--- config.mk ---
export PLATFORM = sky130hd
export DESIGN_NAME = fb_write_arbiter
export DESIGN_NICKNAME = d
export VERILOG_FILES = /design/src/rtl/fb_pkg.sv /design/src/rtl/fb_addr_calc.sv /design/src/rtl/fb_write_arbiter.sv
export SDC_FILE = /design/constraint.sdc
export NUM_CORES = 1
export LEC_CHECK = 0
export ABC_AREA = 0
export CAP_MARGIN = 5
export CORE_MARGIN = 2
export CORE_UTILIZATION = 50
export CTS_BUF_LIST = sky130_fd_sc_hd__clkbuf_8
export CTS_CLUSTER_DIAMETER = 100
export CTS_CLUSTER_SIZE = 30
export DETAILED_ROUTE_END_ITERATION = 8
export PLACE_DENSITY = 0.78
export SYNTH_ARGS = -nofsm -noshare
export SYNTH_HDL_FRONTEND = slang
export SYNTH_HIERARCHICAL = 1
export SYNTH_SLANG_ARGS = --single-unit
--- constraint.sdc ---
create_clock -name clk -period 6.2 [get_ports clk]
set_input_delay 1.24 -clock clk [delete_from_list [all_inputs] [get_ports clk]]
set_output_delay 1.24 -clock clk [all_outputs]
set_load 0.01 [all_outputs]
--- src/rtl/fb_pkg.sv ---
// Shared types and defaults for the framebuffer write arbiter.
// Used by fb_write_arbiter and fb_addr_calc.
package fb_pkg;

  localparam int H_RES_DEF   = 640;
  localparam int V_RES_DEF   = 400;
  localparam int ADDR_W_DEF  = 19;
  localparam int COORD_W_DEF = 10;

  typedef logic [COORD_W_DEF-1:0] coord_t;
  typedef logic [ADDR_W_DEF-1:0]  fb_addr_t;

  typedef enum logic [1:0] {
    IDLE,
    RUN,
    DONE
  } fill_state_t;

  typedef enum logic {
    REQ_HOST,
    REQ_FILL
  } requester_t;

endpackage

--- src/rtl/fb_addr_calc.sv ---
// Registered (x,y) to linear address stage with range check.
// Out-of-range pixels produce a drop strobe instead of a write.
module fb_addr_calc
  import fb_pkg::*;
#(
  parameter int H_RES   = H_RES_DEF,
  parameter int V_RES   = V_RES_DEF,
  parameter int ADDR_W  = ADDR_W_DEF,
  parameter int COORD_W = COORD_W_DEF
) (
  input  logic               clk,
  input  logic               reset,
  input  logic               i_valid,
  input  logic [COORD_W:0]   i_x,
  input  logic [COORD_W:0]   i_y,
  input  logic [7:0]         i_lum,
  output logic               o_we,
  output logic [ADDR_W-1:0]  o_addr,
  output logic [7:0]         o_data,
  output logic               o_drop
);

  logic [ADDR_W-1:0] w_lin;
  logic              w_in;

  assign w_lin = ADDR_W'(32'(i_y) * 32'(H_RES) + 32'(i_x));
  assign w_in  = (32'(i_x) < 32'(H_RES)) &&
                 (32'(i_y) < 32'(V_RES));

  always_ff @(posedge clk or posedge reset) begin
    if (reset) begin
      o_we   <= 1'b0;
      o_addr <= '0;
      o_data <= '0;
      o_drop <= 1'b0;
    end else begin
      o_we   <= i_valid && w_in;
      o_drop <= i_valid && !w_in;
      if (i_valid) begin
        o_addr <= w_lin;
        o_data <= i_lum;
      end
    end
  end

endmodule

--- src/rtl/fb_write_arbiter.sv ---
// Round-robin owner of the framebuffer write port: host pixels + rect fill.
// Optional FB_VBLANK_GATE_EN adds a vblank input that gates all grants.
module fb_write_arbiter
  import fb_pkg::*;
#(
  parameter int H_RES   = H_RES_DEF,
  parameter int V_RES   = V_RES_DEF,
  parameter int ADDR_W  = ADDR_W_DEF,
  parameter int COORD_W = COORD_W_DEF
) (
  input  logic               clk,
  input  logic               reset,
`ifdef FB_VBLANK_GATE_EN
  input  logic               vblank,
`endif
  input  logic               host_valid,
  output logic               host_ready,
  input  logic [COORD_W-1:0] host_x,
  input  logic [COORD_W-1:0] host_y,
  input  logic [7:0]         host_lum,
  input  logic               fill_start,
  input  logic [COORD_W-1:0] fill_x0,
  input  logic [COORD_W-1:0] fill_y0,
  input  logic [COORD_W-1:0] fill_w,
  input  logic [COORD_W-1:0] fill_h,
  input  logic [7:0]         fill_lum,
  output logic               fill_busy,
  output logic               fill_done,
  output logic               fb_we,
  output logic [ADDR_W-1:0]  fb_addr,
  output logic [7:0]         fb_data,
  output logic [15:0]        drop_cnt
);

  localparam logic [COORD_W:0] C_ONE = {{COORD_W{1'b0}}, 1'b1};

  fill_state_t      r_state;
  requester_t       r_rr_last;
  logic [COORD_W:0] r_x0, r_xe, r_ye, r_cx, r_cy;
  logic [7:0]       r_lum;
  logic             r_busy, r_done;
  logic [15:0]      r_drop_cnt;

  logic             w_gate, w_fill_req, w_host_gnt, w_fill_gnt;
  logic [COORD_W:0] w_gx, w_gy;
  logic [7:0]       w_glum;
  logic             w_drop;

`ifdef FB_VBLANK_GATE_EN
  assign w_gate = vblank;
`else
  assign w_gate = 1'b1;
`endif

  assign w_fill_req = (r_state == RUN);
  // Ready is held low while reset is asserted so all outputs read 0.
  assign host_ready = !reset && w_gate &&
                      (!w_fill_req || r_rr_last == REQ_FILL);
  assign w_host_gnt = host_valid && host_ready;
  assign w_fill_gnt = w_fill_req && w_gate && !w_host_gnt;

  assign w_gx   = w_host_gnt ? {1'b0, host_x} : r_cx;
  assign w_gy   = w_host_gnt ? {1'b0, host_y} : r_cy;
  assign w_glum = w_host_gnt ? host_lum : r_lum;

  assign fill_busy = r_busy;
  assign fill_done = r_done;
  assign drop_cnt  = r_drop_cnt;

  fb_addr_calc #(
    .H_RES   (H_RES),
    .V_RES   (V_RES),
    .ADDR_W  (ADDR_W),
    .COORD_W (COORD_W)
  ) u_addr (
    .clk     (clk),
    .reset   (reset),
    .i_valid (w_host_gnt || w_fill_gnt),
    .i_x     (w_gx),
    .i_y     (w_gy),
    .i_lum   (w_glum),
    .o_we    (fb_we),
    .o_addr  (fb_addr),
    .o_data  (fb_data),
    .o_drop  (w_drop)
  );

  always_ff @(posedge clk or posedge reset) begin
    if (reset) begin
      r_state   <= IDLE;
      r_rr_last <= REQ_FILL;
      r_x0      <= '0;
      r_xe      <= '0;
      r_ye      <= '0;
      r_cx      <= '0;
      r_cy      <= '0;
      r_lum     <= '0;
      r_busy    <= 1'b0;
      r_done    <= 1'b0;
    end else begin
      r_done <= 1'b0;
      if (w_host_gnt)
        r_rr_last <= REQ_HOST;
      else if (w_fill_gnt)
        r_rr_last <= REQ_FILL;
      unique case (r_state)
        IDLE: begin
          if (fill_start) begin
            r_x0  <= {1'b0, fill_x0};
            r_cx  <= {1'b0, fill_x0};
            r_cy  <= {1'b0, fill_y0};
            r_xe  <= {1'b0, fill_x0} + {1'b0, fill_w} - C_ONE;
            r_ye  <= {1'b0, fill_y0} + {1'b0, fill_h} - C_ONE;
            r_lum <= fill_lum;
            if (fill_w == '0 || fill_h == '0) begin
              r_state <= DONE;
              r_done  <= 1'b1;
            end else begin
              r_state <= RUN;
              r_busy  <= 1'b1;
            end
          end
        end
        RUN: begin
          if (w_fill_gnt) begin
            if (r_cx == r_xe) begin
              r_cx <= r_x0;
              r_cy <= r_cy + C_ONE;
              if (r_cy == r_ye) begin
                r_state <= DONE;
                r_busy  <= 1'b0;
                r_done  <= 1'b1;
              end
            end else begin
              r_cx <= r_cx + C_ONE;
            end
          end
        end
        DONE: r_state <= IDLE;
        default: r_state <= IDLE;
      endcase
    end
  end

  always_ff @(posedge clk or posedge reset) begin
    if (reset)
      r_drop_cnt <= '0;
    else if (w_drop && r_drop_cnt != 16'hFFFF)
      r_drop_cnt <= r_drop_cnt + 16'd1;
  end

endmodule
==> impl_metrics.csv, run 1 <==
group,metric,value,unit
status,status,"complete, no violations",
flow_run,max_cap_viol_count,0,
detailed_routing,drt_wl_total,17.67,mm
logic_synthesis,synthArstFlopShare,100.0,%
clocking,cts.path.max_buffers,2,
layout,fillCellCount,1320,
logic_synthesis,ys_seq_elements,112,
timing,setup_ws,1.022,ns
floorplanning,die_h,127.3,µm
clocking,post_cts_buffers,0,
logic_synthesis,synth.distinct_cells,70,
timing,fin_crit,5.178,ns
logic_synthesis,yosys.area.top_type,"dfrtp_1",
layout,syn_to_final_growth,21.12,%
power,peakVddDrop,0.0001996,V
logic_synthesis,synthesis.nets,973,
power,leakagePower,0.004134,µW
floorplanning,die_width,127.3,µm
layout,n_antenna_cell,0,
floorplanning,die_area,0.01621,mm²
layout,seq_area,0.002804,mm²
worst_setup_path,arrival,5.48,ns
logic_synthesis,yosys_warnings,6,
placed_design,portBuffers,126,
logic_synthesis,yosys-top-cells-area,"dfrtp_1 37%, ha_1 10%, mux2_2 7.0%",
clocking,post_cts_resized,0,
clocking,worstSkewPairLatency,0.38,ns
timing,slew_violations,0,
worst_setup_path,crit_type,"input pin to flop",
detailed_routing,drt_iter0_markers,489,
detailed_routing,drc,0,
floorplanning,floorplan.initialDensity,50.60,%
layout,drive_above_1_share,9.342,%
detailed_routing,vias,6227,
timing,tns,0,ns
timing,finalHoldViolCount,0,
layout,finish.utilization,61.28,%
logic_synthesis,synthFlopType,"dfrtp_1",
detailed_routing,viasPerCell,5.511,
global_routing,grt_overflow_total,0,
worst_hold_path,hold_start,"r_lum[2]",
clocking,cts_buffers,9,
global_routing,gr-usage-all-layers,22.61,%
clocking,ctsHoldBuffers,0,
detailed_routing,routedWlPerCell,15.64,µm
placed_design,gp_congestion,0.8954,
logic_synthesis,yosysSeqAreaShare,36.86,%
logic_synthesis,syn_area_per_cell,9.197,µm²
timing,finalCritPeriodShare,83.52,%
detailed_routing,ant_nets,0,
placed_design,placed_area,0.008999,mm²
clocking,root_buffer,"clkbuf_8",
global_routing,grt_pass1_vias,5968,
timing,relSlewSlack,42.91,%
layout,final_nets,1083,
logic_synthesis,synth_edf_count,0,
placed_design,post-place-ws,0.6034,ns
floorplanning,coreArea,0.01503,mm²
worst_setup_path,r2r-end,"u_addr/o_addr[18]",
placed_design,dp_hpwl,13.72,mm
global_routing,grt_pass1_wl,29.33,mm
clocking,cts.sinks,112,
logic_synthesis,syn_area,0.007606,mm²
worst_setup_path,cp_max_fo,17,
detailed_routing,drtPass1Iterations,5,
worst_hold_path,hold_class,"flop to flop",
worst_setup_path,cp-start-kind,"input pin",
logic_synthesis,synth_cells,827,
floorplanning,num_rows,45,
timing,rsz0062_at_grt,"no",
worst_setup_path,reg2reg_depth,12,
global_routing,grt_max_degree,50,
clocking,htree_num_levels,3,
clocking,path_clk_slew,0.10,ns
worst_setup_path,required,6.50,ns
clocking,tritoncts,"done",
floorplanning,ios,127,
global_routing,antenna_found_initial,0,
power,powerDensity,419.5,mW/mm²
timing,max_slew.worst_pin.slew,0.8555,ns
worst_setup_path,crit_start,"reset",
worst_setup_path,rr_startpoint,"r_rr_last",
worst_setup_path,cp-endpoint,"u_addr/o_addr[18]",
worst_setup_path,rrSetupSlack,1.84,ns
layout,multi_input_area,0.004307,mm²
timing,fmax,0.1931,GHz
logic_synthesis,synth.top_cell.area_share,36.52,%
timing,final-setup-viol-count,0,
timing,finClkSkew,0.01279,ns
worst_setup_path,setup.worst_path.end_class,"flop",
layout,design_area,0.009213,mm²
## layout make-up
cell class	instances	area share (%)
sequential	112	30.44
clock buffer	12	1.793
timing repair buffer	135	14.42
clock inverter	4	0.5297
inverter	86	3.518
multi-input combinational	593	46.75
tap	188	2.553
## registers in the layout (all words and copies together) (netlist names)
name	flops
r_lum	8
r_xe	11
fill_busy	1
r_cy	11
drop_cnt	16
r_ye	11
u_addr/o_we	1
u_addr/o_data	8
r_cx	11
r_x0	10
u_addr/o_drop	1
fill_done	1
r_rr_last	1
r_state	2
u_addr/o_addr	19
## layer usage
metal / routed length, µm / GRT usage (%)
met3: 706 / 4.062
met4: 272 / 6.399
met5: 0 / 0
met1: 8149 / 30.50
met2: 8541 / 37.56
## synthesized netlist by cell type (9+ instances only)
master and n:
xnor2_1 47, ha_1 62, nor3_1 12, xor2_1 22, nand3_1 32, buf_2 9, a21oi_1 35, nand2_1 90
a21o_1 11, o21ai_0 53, a22oi_1 10, dfrtp_1 111, nor2b_1 9, nor2_1 37, nand4_1 17, mux2_2 47
inv_1 86, clkbuf_1 17
## power breakdown
group | leakage, µW | total (µW) | internal (µW) | switching [µW]
Clock | 0.000113 | 468 | 220 | 248
Combinational | 0.00266 | 2060 | 1060 | 1000
Sequential | 0.00136 | 1330 | 1030 | 297
Total | 0.00413 | 3860 | 2320 | 1550
## critical path, stage by stage
cell and delay [ns]:
clkdlybuf4s50_1 0.52, nor3b_4 0.77, mux2_2 0.45, ha_1 0.30, ha_1 0.24, fa_1 0.43, a21o_2 0.25, a221oi_1 0.36
xnor2_1 0.22, nand4_1 0.14, or3_1 0.38, a31oi_1 0.16
## worst min-delay path by stage
stage                    end  slack, ns  cells past startpoint
global route        r_lum[4]       0.51                      2
floorplan           r_lum[0]       0.44                      2
global placement    r_lum[7]       0.46                      2
detailed placement  r_lum[2]       0.46                      2
CTS                 r_lum[2]       0.48                      2
finish              r_lum[2]       0.48                      2
## kinds of logic (layout without fill, tap and decap cells)
group,count (synthesis),after routing,share of synthesized area (%)
DFF,112,112,36.86
and+or+nand+nor,239,239,15.64
AOI/OAI and AO/OA,166,166,13.92
muxes,53,53,7.748
adders and majority gates,66,66,11.25
buffers and inverters,122,237,6.629
xor gates and xnor gates,69,69,7.945
## per-stage QoR
stage               total power [µW]  instances  hold WS, ns
finish                          3864       1130       0.4806
floorplan                       2807        827       0.4417
CTS                             3878       1130       0.4846
global placement                3337       1114       0.4598
detailed placement              3405       1114       0.4602
global route                    4202       1130       0.5119
## cell usage in the layout (no fill, tap or decap), types with 17 or more instances in the layout
cell / n
a21oi_1: 35
clkdlybuf4s50_1: 126
dfrtp_1: 111
ha_1: 62
inv_1: 85
mux2_2: 47
nand2_1: 89
nand3_1: 32
nand4_1: 17
nor2_1: 37
o21ai_0: 53
xnor2_1: 47
xor2_1: 22
Power figures use the tool's default switching activity.
==> inputs of run 2 (changes only) <==
==> constraint.sdc (replaced) <==
create_clock -name clk -period 5.18 [get_ports clk]
set_input_delay 1.036 -clock clk [delete_from_list [all_inputs] [get_ports clk]]
set_output_delay 1.036 -clock clk [all_outputs]
set_load 0.01 [all_outputs]
==> impl_metrics.csv, run 2 (synthesis results as in run 1) <==
group,metric,value,unit
worst_hold_path,hold_class,"flop to flop",
placed_design,portBuffers,126,
detailed_routing,ant_nets,0,
layout,fillCellCount,1286,
placed_design,dp_hpwl,13.79,mm
detailed_routing,drtPass1Iterations,5,
global_routing,grt_pass1_vias,6045,
placed_design,dp.cells,1118,
timing,slew_violations,0,
worst_setup_path,crit_type,"input pin to flop",
clocking,htree_num_levels,3,
power,internal_power,2778,µW
floorplanning,die_area,0.01621,mm²
worst_setup_path,crit_path_cell_trace,"clkdlybuf4s50_1 -> nor3b_4 -> buf_4 -> mux2_2 -> ha_1 -> fa_1 -> a21o_2 -> a221oi_1 -> xnor2_1 -> nand4_1 -> or3_1 -> a31oi_1",
detailed_routing,drt_wl_total,17.67,mm
layout,final_common_cell,"clkdlybuf4s50_1",
global_routing,grt_max_degree,62,
floorplanning,coreArea,0.01503,mm²
global_routing,grt_overflow_total,0,
status,status,"complete, no violations",
layout,drive_above_1_share,9.619,%
worst_setup_path,crit_start,"reset",
power,switchingPower,1863,µW
timing,finalHoldViolCount,0,
timing,max_slew.worst_pin.slew,1.106,ns
layout,regMostFlops,"u_addr/o_addr",
clocking,post_cts_resized,0,
worst_setup_path,required,5.48,ns
worst_setup_path,rrSetupSlack,0.99,ns
timing,setup_ws,0.4917,ns
timing,finClkSkew,0.009710,ns
worst_setup_path,crit_buf_inv,2,
clocking,ctsHoldBuffers,0,
power,leakagePower,0.004152,µW
clocking,post_cts_buffers,0,
layout,mostFrequentLayoutCells,"126 x clkdlybuf4s50_1, 111 x dfrtp_1, 89 x nand2_1",
layout,syn_to_final_growth,21.53,%
worst_setup_path,slowest_stage,"nor3b_4",
power,seqPwrFrac,34.5,%
timing,fin_crit,4.688,ns
global_routing,grt_pass1_wl,29.40,mm
layout,n_antenna_cell,0,
floorplanning,floorplan.initialDensity,50.60,%
timing,rsz0062_at_grt,"no",
timing,final-setup-viol-count,0,
worst_setup_path,cp_num_cells,12,
clocking,cts.sinks,112,
worst_hold_path,min_path_cells,2,
clocking,tritoncts,"done",
worst_hold_path,whs_endpoint,"r_lum[4]",
floorplanning,num_rows,45,
layout,final_nets,1087,
power,peakVddDrop,0.0002432,V
floorplanning,ios,127,
power,totalPowerFinal,4641,µW
power,pwr-share-clk,12.1,%
worst_setup_path,cp_top_family,"simple AND/OR/NAND/NOR gates",
clocking,path_clk_slew,0.10,ns
flow_run,max_cap_viol_count,0,
global_routing,gr-usage-all-layers,22.41,%
timing,tns,0,ns
power,powerDensity,502.1,mW/mm²
worst_setup_path,cp_max_fo,10,
detailed_routing,drc,0,
detailed_routing,viasPerCell,5.472,
layout,largest_reg_flops,19,
worst_setup_path,arrival,4.99,ns
power,switching_share,40.14,%
worst_setup_path,slowest_delay,0.49,ns
worst_setup_path,r2r-end,"u_addr/o_addr[18]",
worst_setup_path,setup.worst_path.end_class,"flop",
floorplanning,die_h,127.3,µm
power,pwr-share-comb,53.4,%
worst_setup_path,reg2reg_depth,12,
worst_setup_path,cp-start-kind,"input pin",
floorplanning,die_width,127.3,µm
global_routing,antenna_found_initial,0,
detailed_routing,vias,6205,
worst_hold_path,hold_start,"r_lum[4]",
clocking,cts.path.max_buffers,2,
timing,finalCritPeriodShare,90.51,%
clocking,worstSkewPairLatency,0.37,ns
placed_design,post-place-ws,0.1284,ns
detailed_routing,drt_iter0_markers,453,
clocking,root_buffer,"clkbuf_8",
timing,fmax,0.2133,GHz
detailed_routing,routedWlPerCell,15.58,µm
placed_design,gp_congestion,0.9407,
layout,final_cells,1134,
timing,relSlewSlack,26.25,%
worst_setup_path,rr_startpoint,"r_state[0]",
clocking,cts_buffers,9,
## run 2: how the worst max path moves through the flow
stage,endpoint
2_1_floorplan,u_addr/o_addr[18]
3_3_place_gp,u_addr/o_addr[18]
3_5_place_dp,u_addr/o_addr[18]
4_1_cts,u_addr/o_addr[18]
5_1_grt,u_addr/o_addr[18]
6_report,u_addr/o_addr[18]
## run 2: final cells by class
class | instances | area [µm²] | area share, %
clock buffers | 12 | 165.2 | 1.787
clock inverters | 4 | 50.05 | 0.5414
inverters | 86 | 324.1 | 3.506
repair buffers | 139 | 1359 | 14.70
well taps | 188 | 235.2 | 2.545
multi-input cells | 593 | 4307 | 46.59
flip-flops and latches | 112 | 2804 | 30.33
## run 2: power groups by stage
stage          Clock [µW]  Combinational [µW]  Sequential (µW)
2_1_floorplan           0                1840             1520
3_3_place_gp            0                2420             1600
3_5_place_dp            0                2470             1610
4_1_cts               570                2480             1590
5_1_grt               607                2780             1650
6_report              561                2480             1600
## run 2: stage by stage
| step | hold WS (ns) | area, µm² | utilization (%) |
|---|---|---|---|
| after CTS | 0.4887 | 9244 | 61.49 |
| after global routing | 0.5205 | 9244 | 61.49 |
| after global placement | 0.4578 | 9029 | 60.06 |
| after detailed placement | 0.4634 | 9029 | 60.06 |
| final | 0.4896 | 9244 | 61.49 |
| after floorplan | 0.4417 | 7606 | - |
## run 2: worst reg2reg max path: stages, from the launching register on
cell,delay (ns)
dfrtp_1,0.45
nor3b_1,0.20
nor3b_4,0.47
buf_4,0.24
mux2_2,0.35
ha_1,0.34
fa_1,0.48
a21o_2,0.24
a221oi_1,0.39
xnor2_1,0.23
nand4_1,0.15
or3_1,0.40
a31oi_1,0.16
## run 2: routing by layer
metal	vias up	global-route usage [%]	share of wire, %
met1	2935	30.45	47
met3	17	3.350	4.0
met2	160	37.75	48
met4	0	5.818	1.2
met5	-	0	0
li1	3093	-	-
==> inputs of run 3 (changes only) <==
--- a/config.mk
+++ b/config.mk
@@ -14,6 +14,7 @@
 export CTS_CLUSTER_SIZE = 30
 export DETAILED_ROUTE_END_ITERATION = 8
 export PLACE_DENSITY = 0.78
+export SLEW_MARGIN = 20
 export SYNTH_ARGS = -nofsm -noshare
 export SYNTH_HDL_FRONTEND = slang
 export SYNTH_HIERARCHICAL = 1
==> constraint.sdc (replaced) <==
create_clock -name clk -period 5.18 [get_ports clk]
set_input_delay 0.777 -clock clk [delete_from_list [all_inputs] [get_ports clk]]
set_output_delay 0.777 -clock clk [all_outputs]
set_load 0.01 [all_outputs]
==> impl_metrics.csv, run 3 (synthesis results as in run 1) <==
group,metric,value,unit
layout,regMostFlops,"u_addr/o_addr",
timing,max_slew.worst_pin.slew,0.9958,ns
power,switchingPower,1855,µW
clocking,cts.sinks,112,
clocking,htree_num_levels,3,
clocking,tritoncts,"done",
layout,final_nets,1084,
worst_setup_path,arrival,4.80,ns
floorplanning,floorplan.initialDensity,50.60,%
power,internal_power,2747,µW
clocking,post_cts_buffers,0,
power,seqPwrFrac,34.8,%
floorplanning,die_area,0.01621,mm²
worst_setup_path,slowest_stage,"clkdlybuf4s50_1",
timing,rsz0062_at_grt,"no",
status,status,"complete, no violations",
timing,finalHoldViolCount,0,
clocking,path_clk_slew,0.10,ns
worst_hold_path,hold_class,"flop to flop",
worst_setup_path,setup.worst_path.end_class,"flop",
detailed_routing,vias,6239,
timing,slew_violations,0,
global_routing,grt_max_degree,58,
placed_design,dp.cells,1115,
placed_design,portBuffers,126,
worst_setup_path,slowest_delay,0.54,ns
layout,final_cells,1131,
timing,finClkSkew,0.01261,ns
timing,hold_ws,0.4814,ns
placed_design,gp_congestion,0.8902,
power,pwr-share-clk,11.8,%
floorplanning,ios,127,
detailed_routing,ant_nets,0,
global_routing,grt_pass1_wl,29.55,mm
clocking,cts_buffers,9,
detailed_routing,drc,0,
layout,n_antenna_cell,0,
worst_setup_path,required,5.48,ns
detailed_routing,routedWlPerCell,15.75,µm
worst_setup_path,cp-start-kind,"input pin",
floorplanning,num_rows,45,
placed_design,post-place-ws,0.3429,ns
worst_setup_path,crit_type,"input pin to flop",
detailed_routing,viasPerCell,5.516,
detailed_routing,drt_iter0_markers,367,
timing,final-setup-viol-count,0,
timing,tns,0,ns
layout,largest_reg_flops,19,
layout,drive_above_1_share,9.438,%
power,switching_share,40.30,%
clocking,worstSkewPairLatency,0.38,ns
power,pwr-share-comb,53.5,%
timing,fin_crit,4.496,ns
global_routing,grt_pass1_vias,6026,
timing,fmax,0.2224,GHz
clocking,cts.path.max_buffers,2,
worst_setup_path,crit_path_cell_trace,"clkdlybuf4s50_1 -> nor3b_4 -> mux2_2 -> ha_1 -> ha_1 -> fa_1 -> a21o_2 -> a221oi_1 -> xnor2_1 -> nand4_1 -> or3_1 -> a31oi_1",
floorplanning,die_h,127.3,µm
global_routing,grt_overflow_total,0,
timing,finalCritPeriodShare,86.79,%
layout,syn_to_final_growth,21.11,%
clocking,post_cts_resized,0,
clocking,ctsHoldBuffers,0,
timing,setup_ws,0.6842,ns
detailed_routing,drtPass1Iterations,4,
layout,final_common_cell,"clkdlybuf4s50_1",
global_routing,gr-usage-all-layers,22.61,%
power,peakVddDrop,0.0002538,V
floorplanning,coreArea,0.01503,mm²
worst_setup_path,rrSetupSlack,1.04,ns
placed_design,dp_hpwl,13.64,mm
worst_setup_path,crit_path_frequent_cell,"ha_1",
detailed_routing,drt_wl_total,17.82,mm
layout,mostFrequentLayoutCells,"126 x clkdlybuf4s50_1, 111 x dfrtp_1, 89 x nand2_1",
clocking,root_buffer,"clkbuf_8",
timing,relSlewSlack,33.38,%
floorplanning,die_width,127.3,µm
power,leakagePower,0.004122,µW
global_routing,antenna_found_initial,0,
worst_setup_path,cp_max_fo,12,
flow_run,max_cap_viol_count,0,
power,powerDensity,499.6,mW/mm²
## run 3: changes by cell type in the layout (fill, tap and decap cells not counted), sizes merged
cell	change
clkbuf	-2
clkinvlp	+2
buf	-3
## run 3: power groups by stage
stage | Clock [µW] | Sequential (µW) | Combinational, µW
after floorplan | 0 | 1520 | 1840
after global placement | 0 | 1600 | 2400
after CTS | 551 | 1590 | 2470
after detailed placement | 0 | 1610 | 2450
final | 541 | 1600 | 2460
after global routing | 590 | 1650 | 2760
## run 3: through the flow
stage,utilization (%),total power [µW],area [µm²]
after floorplan,-,3359,7606
after global placement,59.91,4001,9006
after detailed placement,59.91,4065,9006
after CTS,61.27,4612,9210
after global routing,61.27,5001,9211
final,61.27,4602,9211
## run 3: final timing paths
check                           startpoint  cells past startpoint                 to
worst max-delay path                 reset                     12  u_addr/o_addr[18]
worst min-delay path              r_lum[3]                      2           r_lum[3]
worst max register to register   r_rr_last                     12  u_addr/o_addr[18]
worst min register to register    r_lum[3]                      2           r_lum[3]
max in group asynchronous            reset                      3       drop_cnt[11]
min in group asynchronous            reset                      3   u_addr/o_addr[5]
## run 3: routing by layer
layer  part of all wire [%]  track usage, %  vias to the layer above
li1                       -               -                     3085
met1                     45           30.86                     2979
met3                    4.5           3.518                       27
met4                    2.0           7.434                        0
met2                     48           37.06                      148
met5                      0               0                        -
## run 3: final cells by class
type,instances,area [µm²]
sequential,112,2804
inverter,86,325.3
timing repair buffer,136,1336
fill,1261,5822
clock buffer,10,137.6
tap,188,235.2
multi-input combinational,593,4307
clock inverter,6,66.31
## run 3: worst max-delay path: cells and delay by family
| family | cells | cell delay [ns] |
|---|---|---|
| AND/OR/NAND/NOR | 3 | 1.05 |
| multiplexers | 1 | 0.43 |
| AO/OA/AOI/OAI | 3 | 0.79 |
| XOR/XNOR | 1 | 0.22 |
| adder cells (fa/ha/maj) | 3 | 0.97 |
| buffers and inverters | 1 | 0.54 |
